==> src/rtl/hp_video_capture.sv <==
// Captures HP monochrome raster video into a linear 8-bit frame buffer.
// Asynchronous HP inputs are synchronised, edge-detected and windowed before each dot is written.
module hp_video_capture #(
  parameter int H_START  = 0,
  parameter int H_ACTIVE = 128,
  parameter int V_START  = 0,
  parameter int V_ACTIVE = 128
) (
  input  logic        i_clk,
  input  logic        i_reset_n,
  input  logic        i_enable,
  input  logic        i_hp_dot,
  input  logic        i_hp_video,
  input  logic        i_hp_half,
  input  logic        i_hp_hsync,
  input  logic        i_hp_vsync,
  output logic [13:0] o_bram_addr,
  output logic [7:0]  o_bram_din,
  output logic        o_bram_we,
  output logic        o_frame_done
);

  localparam logic [11:0] LP_H_START  = 12'(H_START);
  localparam logic [11:0] LP_H_ACTIVE = 12'(H_ACTIVE);
  localparam logic [11:0] LP_V_START  = 12'(V_START);
  localparam logic [11:0] LP_V_ACTIVE = 12'(V_ACTIVE);
  localparam logic [14:0] LP_H_STRIDE = 15'(H_ACTIVE);

  typedef enum logic [2:0] {
    S_IDLE     = 3'd0,
    S_VSKIP    = 3'd1,
    S_HSKIP    = 3'd2,
    S_CAPTURE  = 3'd3,
    S_LINE_END = 3'd4
  } state_t;

  // With no horizontal offset a new line goes straight to capture.
  localparam state_t LP_LINE_START = (H_START == 0) ? S_CAPTURE : S_HSKIP;

  function automatic logic [7:0] pixel_value(input logic video, input logic half);
    logic [7:0] value;
    if (!video) begin
      value = 8'h00;
    end else if (half) begin
      value = 8'h80;
    end else begin
      value = 8'hFF;
    end
    return value;
  endfunction

  logic [4:0]  w_hp_in;
  logic [4:0]  r_sync1;
  logic [4:0]  r_sync2;
  logic [2:0]  r_sync3;
  logic        r_dot_edge;
  logic        r_hs_edge;
  logic        r_vs_edge;
  logic        r_video;
  logic        r_half;

  state_t      r_state;
  logic [11:0] r_x;
  logic [11:0] r_line_cnt;
  logic [11:0] r_skip_cnt;
  logic [14:0] r_line_base;
  logic [13:0] r_addr;
  logic [7:0]  r_din;
  logic        r_we;
  logic        r_done;

  state_t      w_state_nxt;
  logic [11:0] w_x_nxt;
  logic [11:0] w_line_cnt_nxt;
  logic [11:0] w_skip_nxt;
  logic [14:0] w_line_base_nxt;
  logic [13:0] w_addr_nxt;
  logic [7:0]  w_din_nxt;
  logic        w_we_nxt;
  logic        w_done_nxt;
  logic        w_line_end;
  logic [14:0] w_sum;

  // Bit order: dot, hsync, vsync, video, half.
  assign w_hp_in = {i_hp_half, i_hp_video, i_hp_vsync, i_hp_hsync, i_hp_dot};
  assign w_sum   = r_line_base + {3'b000, r_x};

  // Synchronisers plus registered rising-edge strobes with their matching pixel bits.
  always_ff @(posedge i_clk or negedge i_reset_n) begin
    if (!i_reset_n) begin
      r_sync1    <= 5'd0;
      r_sync2    <= 5'd0;
      r_sync3    <= 3'd0;
      r_dot_edge <= 1'b0;
      r_hs_edge  <= 1'b0;
      r_vs_edge  <= 1'b0;
      r_video    <= 1'b0;
      r_half     <= 1'b0;
    end else begin
      r_sync1    <= w_hp_in;
      r_sync2    <= r_sync1;
      r_sync3    <= r_sync2[2:0];
      r_dot_edge <= r_sync2[0] & ~r_sync3[0];
      r_hs_edge  <= r_sync2[1] & ~r_sync3[1];
      r_vs_edge  <= r_sync2[2] & ~r_sync3[2];
      r_video    <= r_sync2[3];
      r_half     <= r_sync2[4];
    end
  end

  // Capture FSM: next state, counters and the write/done strobes.
  always_comb begin
    w_state_nxt     = r_state;
    w_x_nxt         = r_x;
    w_line_cnt_nxt  = r_line_cnt;
    w_skip_nxt      = r_skip_cnt;
    w_line_base_nxt = r_line_base;
    w_addr_nxt      = r_addr;
    w_din_nxt       = r_din;
    w_we_nxt        = 1'b0;
    w_done_nxt      = 1'b0;
    w_line_end      = 1'b0;

    if (!i_enable) begin
      w_state_nxt = S_IDLE;
    end else if (r_vs_edge) begin
      // VSYNC outranks everything, including a coincident HSYNC.
      w_state_nxt     = S_VSKIP;
      w_x_nxt         = 12'd0;
      w_line_cnt_nxt  = 12'd0;
      w_skip_nxt      = 12'd0;
      w_line_base_nxt = 15'd0;
    end else begin
      case (r_state)
        S_IDLE: begin
          w_state_nxt = S_IDLE;
        end
        S_VSKIP: begin
          if (r_hs_edge) begin
            if (r_skip_cnt == LP_V_START) begin
              w_state_nxt = LP_LINE_START;
              w_skip_nxt  = 12'd0;
            end else begin
              w_skip_nxt = r_skip_cnt + 12'd1;
            end
          end else begin
            w_state_nxt = S_VSKIP;
          end
        end
        S_HSKIP: begin
          if (r_hs_edge) begin
            w_line_end = 1'b1;
          end else if (r_dot_edge) begin
            if (r_skip_cnt + 12'd1 == LP_H_START) begin
              w_state_nxt = S_CAPTURE;
              w_skip_nxt  = 12'd0;
            end else begin
              w_skip_nxt = r_skip_cnt + 12'd1;
            end
          end else begin
            w_state_nxt = S_HSKIP;
          end
        end
        S_CAPTURE: begin
          if (r_hs_edge) begin
            w_line_end = 1'b1;
          end else if (r_dot_edge) begin
            if (!w_sum[14]) begin
              w_we_nxt   = 1'b1;
              w_addr_nxt = w_sum[13:0];
              w_din_nxt  = pixel_value(r_video, r_half);
            end else begin
              w_we_nxt = 1'b0;
            end
            w_x_nxt = r_x + 12'd1;
            if (r_x + 12'd1 == LP_H_ACTIVE) begin
              w_state_nxt = S_LINE_END;
            end else begin
              w_state_nxt = S_CAPTURE;
            end
          end else begin
            w_state_nxt = S_CAPTURE;
          end
        end
        S_LINE_END: begin
          if (r_hs_edge) begin
            w_line_end = 1'b1;
          end else begin
            w_state_nxt = S_LINE_END;
          end
        end
        default: begin
          w_state_nxt = S_IDLE;
        end
      endcase
    end

    // Short lines still advance by a full stride so every line keeps its slot.
    if (w_line_end) begin
      w_line_base_nxt = r_line_base + LP_H_STRIDE;
      w_line_cnt_nxt  = r_line_cnt + 12'd1;
      w_x_nxt         = 12'd0;
      w_skip_nxt      = 12'd0;
      if (r_line_cnt + 12'd1 == LP_V_ACTIVE) begin
        w_done_nxt  = 1'b1;
        w_state_nxt = S_IDLE;
      end else begin
        w_state_nxt = LP_LINE_START;
      end
    end else begin
      w_done_nxt = w_done_nxt;
    end
  end

  // FSM state, counters and registered BRAM/done outputs.
  always_ff @(posedge i_clk or negedge i_reset_n) begin
    if (!i_reset_n) begin
      r_state     <= S_IDLE;
      r_x         <= 12'd0;
      r_line_cnt  <= 12'd0;
      r_skip_cnt  <= 12'd0;
      r_line_base <= 15'd0;
      r_addr      <= 14'd0;
      r_din       <= 8'd0;
      r_we        <= 1'b0;
      r_done      <= 1'b0;
    end else begin
      r_state     <= w_state_nxt;
      r_x         <= w_x_nxt;
      r_line_cnt  <= w_line_cnt_nxt;
      r_skip_cnt  <= w_skip_nxt;
      r_line_base <= w_line_base_nxt;
      r_addr      <= w_addr_nxt;
      r_din       <= w_din_nxt;
      r_we        <= w_we_nxt;
      r_done      <= w_done_nxt;
    end
  end

  assign o_bram_addr  = r_addr;
  assign o_bram_din   = r_din;
  assign o_bram_we    = r_we;
  assign o_frame_done = r_done;

endmodule
==> config.mk <==
export PLATFORM = sky130hd
export DESIGN_NAME = hp_video_capture
export DESIGN_NICKNAME = d
export VERILOG_FILES = /design/src/rtl/hp_video_capture.sv
export SDC_FILE = /design/constraint.sdc
export NUM_CORES = 1
export LEC_CHECK = 0
export ABC_AREA = 1
export BUFFER_PORTS_ARGS = -buffer_cell sky130_fd_sc_hd__buf_2
export CAP_MARGIN = 20
export CORE_AREA = 5 5 119 121
export DETAILED_ROUTE_END_ITERATION = 16
export DIE_AREA = 0 0 124 126
export GPL_ROUTABILITY_DRIVEN = 0
export PLACE_DENSITY = 0.49
export SLEW_MARGIN = 20
export SYNTH_ARGS = -nofsm -noshare
export SYNTH_HDL_FRONTEND = slang
export SYNTH_SLANG_ARGS = --single-unit
==> constraint.sdc <==
create_clock -name i_clk -period 2.6 [get_ports i_clk]
set_input_delay 0.26 -clock i_clk [delete_from_list [all_inputs] [get_ports i_clk]]
set_output_delay 0.26 -clock i_clk [all_outputs]
set_load 0.1 [all_outputs]
# Yosys cells after proc, flatten, opt, wreduce, memory -nomap -nowiden
# Index checks and enable logic that the tools add are counted.
[classes]
addsub = 5
mux = 49
n_reduce_logical = 13
eq_ne = 15
bitwise = 9
[op_table]
columns = ["op", "n"]
rows = [
  ["12-bit two-way mux", 17],
  ["15-bit two-way mux", 3],
  ["12-bit by 1-bit adder with 12-bit output, second input constant", 3],
  ["3-bit two-way mux", 12],
  ["12-bit by 8-bit equality test with 1-bit output, second input constant", 2],
  ["12-bit zero test", 2],
  ["12-bit case mux with 2 select lines", 1],
  ["15-bit by 12-bit adder with 15-bit output", 1],
  ["15-bit by 8-bit adder with 15-bit output, second input constant", 1],
  ["5-bit inequality test, second input constant", 3],
  ["1-bit two-way mux", 12],
  ["4-bit inequality test, second input constant", 3],
  ["6-bit inequality test, second input constant", 2],
  ["3-bit case mux with 4 select lines", 1],
  ["5-bit AND reduction", 2],
  ["8-bit two-way mux", 1],
  ["7-bit two-way mux", 1],
  ["3-bit by 2-bit equality test with 1-bit output, second input constant", 2],
  ["1-bit inverter", 6],
  ["6-bit AND reduction", 1],
  ["3-bit nonzero test", 2],
  ["4-bit AND reduction", 1],
  ["2-bit nonzero test", 2],
  ["4-bit nonzero test", 1],
  ["7 further kinds", 9],
]
[word_totals]
wordCells = 108
inputBits = 8
output_inout_bits = 24
register_bits = 96

# Logic depth before layout (Yosys ltp)
# Gate-level depths: netlist of run 1.
[logic_depth]
word_depth = 9
mapped_depth = 15
depth_no_buf = 15

# Worst setup path after synthesis of run 1
# Ideal clock, no wire load.
[synth_timing]
path_kind = "register -> register"
from = "register r_x[8]"
to = "register r_addr[5] (netlist: o_bram_addr[5])"
path_stages_with_launch = 13
required_time_ns = 2.478
slack_ns = 0.701
period_less_slack_ns = 1.899
t_arrival_ns = 1.776
path_cell_list = "dfrtp_1 > ha_1 > inv_1 > o21bai_1 > a21oi_1 > nand2_2 > nand3_2 > nand2_2 > nand3_1 > nand3_4 > buf_6 > nand2_1 > o21ai_2"
[synth_between]
elab_chain_cells = 3
[synth_rtl]
columns = ["element", "line_no", "source"]
rows = [
  ["start: declaration", "63", "logic [11:0] r_x;"],
  ["start signal: assignment", "229", "r_x <= w_x_nxt;"],
  ["15-bit by 12-bit adder with 15-bit output", "86", "assign w_sum = r_line_base + {3'b000, r_x};"],
  ["1-bit inverter (no source line)", "n/a", ""],
  ["6-bit AND reduction (no source line)", "n/a", ""],
  ["end signal: assignment", "233", "r_addr <= w_addr_nxt;"],
  ["end: declaration", "67", "logic [13:0] r_addr;"],
]
# No other way between the ends.
# A chain may end at the register's enable or synchronous reset.

# Worst setup path after layout of run 1
[layout_timing]
from = "register r_x[8]"
to = "register r_addr[0] (netlist: o_bram_addr[0])"
# Same word-level chain as after synthesis.

==> flow_summary.ini, run 1 <==
[synth]
ys_async_sr_fraction_pct = 100.0
yosys.area.top_type = dfrtp_1
synthTopCellsByArea = dfrtp_1 46%, nand2_1 12%, inv_1 5.7%
netlist_instances = 543
synth-main-ff-cell = dfrtp_1
synth_top_area_share_pct = 45.98
synth_seq_cells = 83
yosys_warnings = 0
synth_edf_count = 0
ys_seq_area_share_pct = 45.98
avgSynthCellArea_um2 = 8.318
syn_area_mm2 = 0.004517
syn_nets = 565
yosysUniqueCellTypes = 38

[setup_path]
critical_path_class = reg -> reg
end_kind = register
cp_max_fo = 32
worstPathRequired_ns = 2.82
crit_top_cell = nand2_2
crit_chain = ha_1 -> inv_1 -> o21bai_1 -> a21oi_1 -> nand2_2 -> nand3_2 -> nand2_2 -> nand3_1 -> nand3_4 -> nand2_1 -> o21ai_2
cp-start-kind = register
slowest_stage = dfrtp_1
crit_buf_inv = 1
critical_path.top_delay_family = simple AND/OR/NAND/NOR gates
ff2ff_setup_slack_ns = 0.31
critical_path_arrival_ns = 2.51
cpPeakStageDelay_ns = 0.42

[placed_design]
placed_cells = 739
place_area_mm2 = 0.004818
hpwl_um = 6961
portBuffers = 31

[detailed_routing]
drc = 0
ant_nets = 0
drt-initial-drc-count = 192
avgRoutedWirePerCell_um = 12.55
firstDrtPassIters = 4
wl_um = 9486
vias = 3487
via_per_inst = 4.612

[grt]
antenna_found_initial = 0
gr-total-overflow = 0
grt_pass1_vias = 3353
grt_max_degree = 53
grt_pass1_wl_um = 16510
gr-usage-all-layers_pct = 13.41

[sta]
maxSlewHeadroom_pct = 55.42
rsz0062_at_grt = no
finalCriticalPeriod_ns = 2.288
finalSetupViolations = 0
tns_ns = 0
worst_pin_slew_ns = 0.6687
finalCritPeriodShare_pct = 88.01
skew_ns = 0.005800
slew_viol_final = 0
final_hold_viol_count = 0
worst_hold_slack_ns = 0.01965
clock.fmax_mhz = 437.0

[clock_tree]
clk_path_buf_depth = 2
cts-resized-gates = 0
post_cts_buffers = 0
clock-root-buffer = clkbuf_16
clk_latency_ns = 0.34
htree_levels = 3
clkTransAtPathRegs_ns = 0.06
cts.sinks = 83
cts_tree = yes
cts_made_buffers = 9

[finish]
nets = 597
num_antenna_cells = 0
instances_no_fill = 756
finish.utilization_pct = 39.52
area_delta_synth_final_pct = 13.57
final_cell_area_mm2 = 0.005130
drive_gt1_share_pct = 15.34

[die]
core_area_mm2 = 0.01298
boundaryPins = 32
rows = 42
chipHeight_um = 126
die_w_um = 124
start_util_pct = 34.80
die_area_mm2 = 0.01562

[power_and_ir_drop]
power_density_mw_per_mm2 = 581.2
leakage_uw = 0.002489
vdd_drop_max_uv = 435.1

[min_path]
hold_path.class = in -> reg

[job]
cap_violations = 0

[outcome]
status = finished clean
[timing repair]
item	CTS	global route
hold buffers	1	0
endpoints found under the setup margin	0	0
hold endpoints to repair	51	0
[report_power, final]
| group | switching (µW) | internal (µW) | leakage (µW) |
|---|---|---|---|
| Combinational | 193 | 82.3 | 0.00124 |
| Clock | 557 | 749 | 0.000142 |
| Sequential | 55.4 | 1340 | 0.00111 |
| Total | 805 | 2180 | 0.00249 |
[stage by stage]
step / total power [µW] / worst slack [ns]
2_1_floorplan: 1606 / 0.7012
3_3_place_gp: 1701 / 0.4316
3_5_place_dp: 1702 / 0.3261
4_1_cts: 3030 / 0.3128
5_1_grt: 3127 / 0.03962
6_report: 2982 / 0.3117
[state kept, by name, summed over array words and instances, names as in the netlist]
name / flops
o_bram_addr: 14
r_line_cnt: 12
r_skip_cnt: 12
r_x: 12
r_line_base: 8
r_sync1: 5
r_sync2: 5
r_state: 3
r_sync3: 3
o_bram_din: 2
o_bram_we: 1
o_frame_done: 1
r_dot_edge: 1
r_half: 1
r_hs_edge: 1
r_video: 1
r_vs_edge: 1
[worst reg2reg max path, cell delays in order, from the launching register on]
cell,delay (ns)
dfrtp_1,0.42
ha_1,0.33
inv_1,0.09
o21bai_1,0.09
a21oi_1,0.23
nand2_2,0.10
nand3_2,0.08
nand2_2,0.07
nand3_1,0.12
nand3_4,0.36
nand2_1,0.22
o21ai_2,0.07
[routing by layer]
layer / up-vias / routed length (µm) / global-route usage [%] / share of wire (%)
met1: 1626 / 4764 / 19.51 / 50
met4: 0 / 163 / 5.026 / 1.7
met2: 46 / 4225 / 19.50 / 45
li1: 1803 / - / - / -
met3: 12 / 332 / 2.870 / 3.5
met5: - / 0 / 0 / 0
[layout by cell type, fill, tap and decap left out, drive strengths merged]
cell type    Yosys  final
a21oi            8      8
a22o             1      1
a31oi            2      2
buf             15     36
bufinv           0      1
clkbuf           1      9
clkinv           0      3
clkinvlp         0      2
conb             1      1
dfrtp           83     83
dlygate4sd3      0      1
ha              14     14
inv             72     73
nand2          153    153
nand3           30     30
nand3b           1      1
nand4            9      9
nor2            47     47
nor3            15     15
nor4             4      4
o21a             2      2
o21ai           36     36
o21bai           2      2
o22ai           11     11
o31ai            1      1
o32ai            1      1
o41ai            5      5
or2              1      1
xnor2            6      6
xor2            22     22
[synth_stat cells (all sizes together), types with 9 or more instances]
cell	count
nand2	153
buf	15
ha	14
nand4	9
nor3	15
inv	72
nor2	47
xor2	22
nand3	30
o22ai	11
dfrtp	83
o21ai	36
[final timing paths]
kind | to | cells after the start | startpoint
worst max-delay path | o_bram_addr[0] | 11 | r_x[8]
worst min-delay path | r_sync1[2] | 1 | i_hp_vsync
worst max register to register | o_bram_addr[0] | 11 | r_x[8]
worst min register to register | r_sync2[3] | 0 | r_sync1[3]
max in group asynchronous | r_line_cnt[6] | 3 | i_reset_n
min in group asynchronous | r_x[2] | 2 | i_reset_n
[area by class of cell]
type                       instances  area (µm²)
multi-input combinational        372        2043
tap                              176       220.2
timing repair buffer              37       217.7
inverter                          72       270.3
clock inverter                     7       76.32
sequential                        83        2077
clock buffer                       9       225.2
fill                            1338        7850
[cells by family (layout without fill, tap and decap cells)]
kind of cell	after synthesis	after routing	synth area share (%)
and+or+nand+nor	260	260	25.54
buffers and inverters	88	125	8.781
DFF	83	83	45.98
AOI/OAI and AO/OA	69	69	10.30
xor gates and xnor gates	28	28	5.429
adders and majority gates	14	14	3.878
other	1	1	0.08302
No activity file was read; power rests on OpenSTA's default activity.
==> inputs of run 2 (changes only) <==
PLACE_DENSITY = unset   (was 0.49)
clock period = 3 ns   (was 2.6 ns; I/O delays follow)
==> flow_summary.ini, run 2 (same netlist as run 1, synthesis figures left out) <==
[grt]
grt_pass1_vias = 3458
grt_pass1_wl_um = 15690
gr-usage-all-layers_pct = 12.27
antenna_found_initial = 0
grtUsageMet3_pct = 2.646
busiest_layer = met2
use_met1_pct = 16.43
met2_usage_pct = 19.69
grt_max_degree = 84
gr-total-overflow = 0

[detailed_routing]
drt-initial-drc-count = 192
avgRoutedWirePerCell_um = 11.94
wl_um = 8967
drc = 0
firstDrtPassIters = 4
ant_nets = 0
via_per_inst = 4.659
vias = 3499

[sta]
finalCriticalPeriod_ns = 2.264
maxSlewHeadroom_pct = 50.10
worst_hold_slack_ns = -0.01711
final_hold_viol_count = 6
worst_pin_slew_ns = 0.7485
clock.fmax_mhz = 441.6
finalSetupViolations = 0
skew_ns = 0.007578
tns_ns = 0
finalCritPeriodShare_pct = 75.48
slew_viol_final = 0
rsz0062_at_grt = no

[setup_path]
cp-start-kind = register
crit_top_cell = nand2_2
slowest_stage = dfrtp_1
ff2ff_setup_slack_ns = 0.74
critical_path_class = reg -> reg
crit_chain = ha_1 -> inv_1 -> o21bai_1 -> a21oi_1 -> nand2_2 -> nand3_2 -> nand2_2 -> nand3_1 -> nand3_4 -> nand2_1 -> o21ai_2
worstPathRequired_ns = 3.22
critical_path_arrival_ns = 2.48
cpPeakStageDelay_ns = 0.43
end_kind = register
cp_max_fo = 32

[finish]
nets = 593
multiInputGateArea_mm2 = 0.002043
final_common_cell = nand2_1
layout_common_cells = 147 x nand2_1, 83 x dfrtp_1, 68 x inv_1
nFillCells = 1322
drive_gt1_share_pct = 14.78
area_delta_synth_final_pct = 12.44
largest_reg_flops = 14
num_antenna_cells = 0
register_area_mm2 = 0.002077

[die]
boundaryPins = 32
chipHeight_um = 126
die_w_um = 124
die_area_mm2 = 0.01562
core_area_mm2 = 0.01298
start_util_pct = 34.80
rows = 42

[clock_tree]
clk_latency_ns = 0.34
clk_path_buf_depth = 2
post_cts_buffers = 0
clock-root-buffer = clkbuf_16
cts_made_buffers = 9
holdBufCountCts = 0
cts.sinks = 83
cts_tree = yes
cts-resized-gates = 0
htree_levels = 3
clkTransAtPathRegs_ns = 0.06

[power_and_ir_drop]
leakage_uw = 0.002459
vdd_drop_max_uv = 374.3
power_density_mw_per_mm2 = 502.4

[job]
cap_violations = 0

[outcome]
violations = negative hold slack
status = finished, violations left

[placed_design]
portBuffers = 31
hpwl_um = 6507

[min_path]
hold_path.class = in -> async
run 2: power breakdown:
part | total [µW] | leakage, µW | internal [µW] | switching, µW
Clock | 1100 | 0.000134 | 642 | 463
Combinational | 234 | 0.00122 | 67.2 | 166
Sequential | 1210 | 0.00111 | 1170 | 48.2
Total | 2550 | 0.00246 | 1870 | 677
run 2: area by class of cell:
cell class,count,area share (%)
Inverter,72,5.322
Tap cell,176,4.336
Timing Repair Buffer,33,3.474
Clock buffer,9,4.435
Multi-Input combinational cell,372,40.23
Sequential cell,83,40.90
Clock inverter,6,1.306
run 2: worst max-delay path: cells and delay by family, from the launching register on:
| family | cells | cell delay [ns] |
|---|---|---|
| AOI/OAI and AO/OA | 3 | 0.37 |
| adders and majority gates | 1 | 0.33 |
| buffers and inverters | 1 | 0.09 |
| DFF | 1 | 0.43 |
| and+or+nand+nor | 6 | 0.91 |
run 2: metrics by stage:
step | worst slack, ns | cell area (µm²) | instances | power (µW) | utilization [%]
global placement | 0.7949 | 4783 | 736 | 1458 | 36.85
CTS | 0.7239 | 5075 | 751 | 2577 | 39.10
global route | 0.5095 | 5079 | 751 | 2669 | 39.13
floorplan | 1.101 | 4517 | 543 | 1392 | -
finish | 0.7356 | 5079 | 751 | 2552 | 39.13
detailed placement | 0.7326 | 4783 | 736 | 1466 | 36.85
run 2: routing by layer:
| metal | wire, µm | share of wire, % |
|---|---|---|
| met2 | 4171 | 47 |
| met5 | 0 | 0 |
| met4 | 54 | 0.60 |
| met3 | 327 | 3.6 |
| met1 | 4414 | 49 |
run 2: final timing paths:
path | startpoint | to | depth (start not counted)
setup / recovery | r_x[8] | o_bram_din[6] | 11
hold / removal | i_reset_n | o_bram_addr[3] | 1
setup reg to reg | r_x[8] | o_bram_din[6] | 11
hold reg to reg | r_sync1[0] | r_sync2[0] | 0
max in group asynchronous | i_reset_n | r_line_cnt[8] | 1
min in group i_clk | i_hp_half | r_sync1[4] | 1
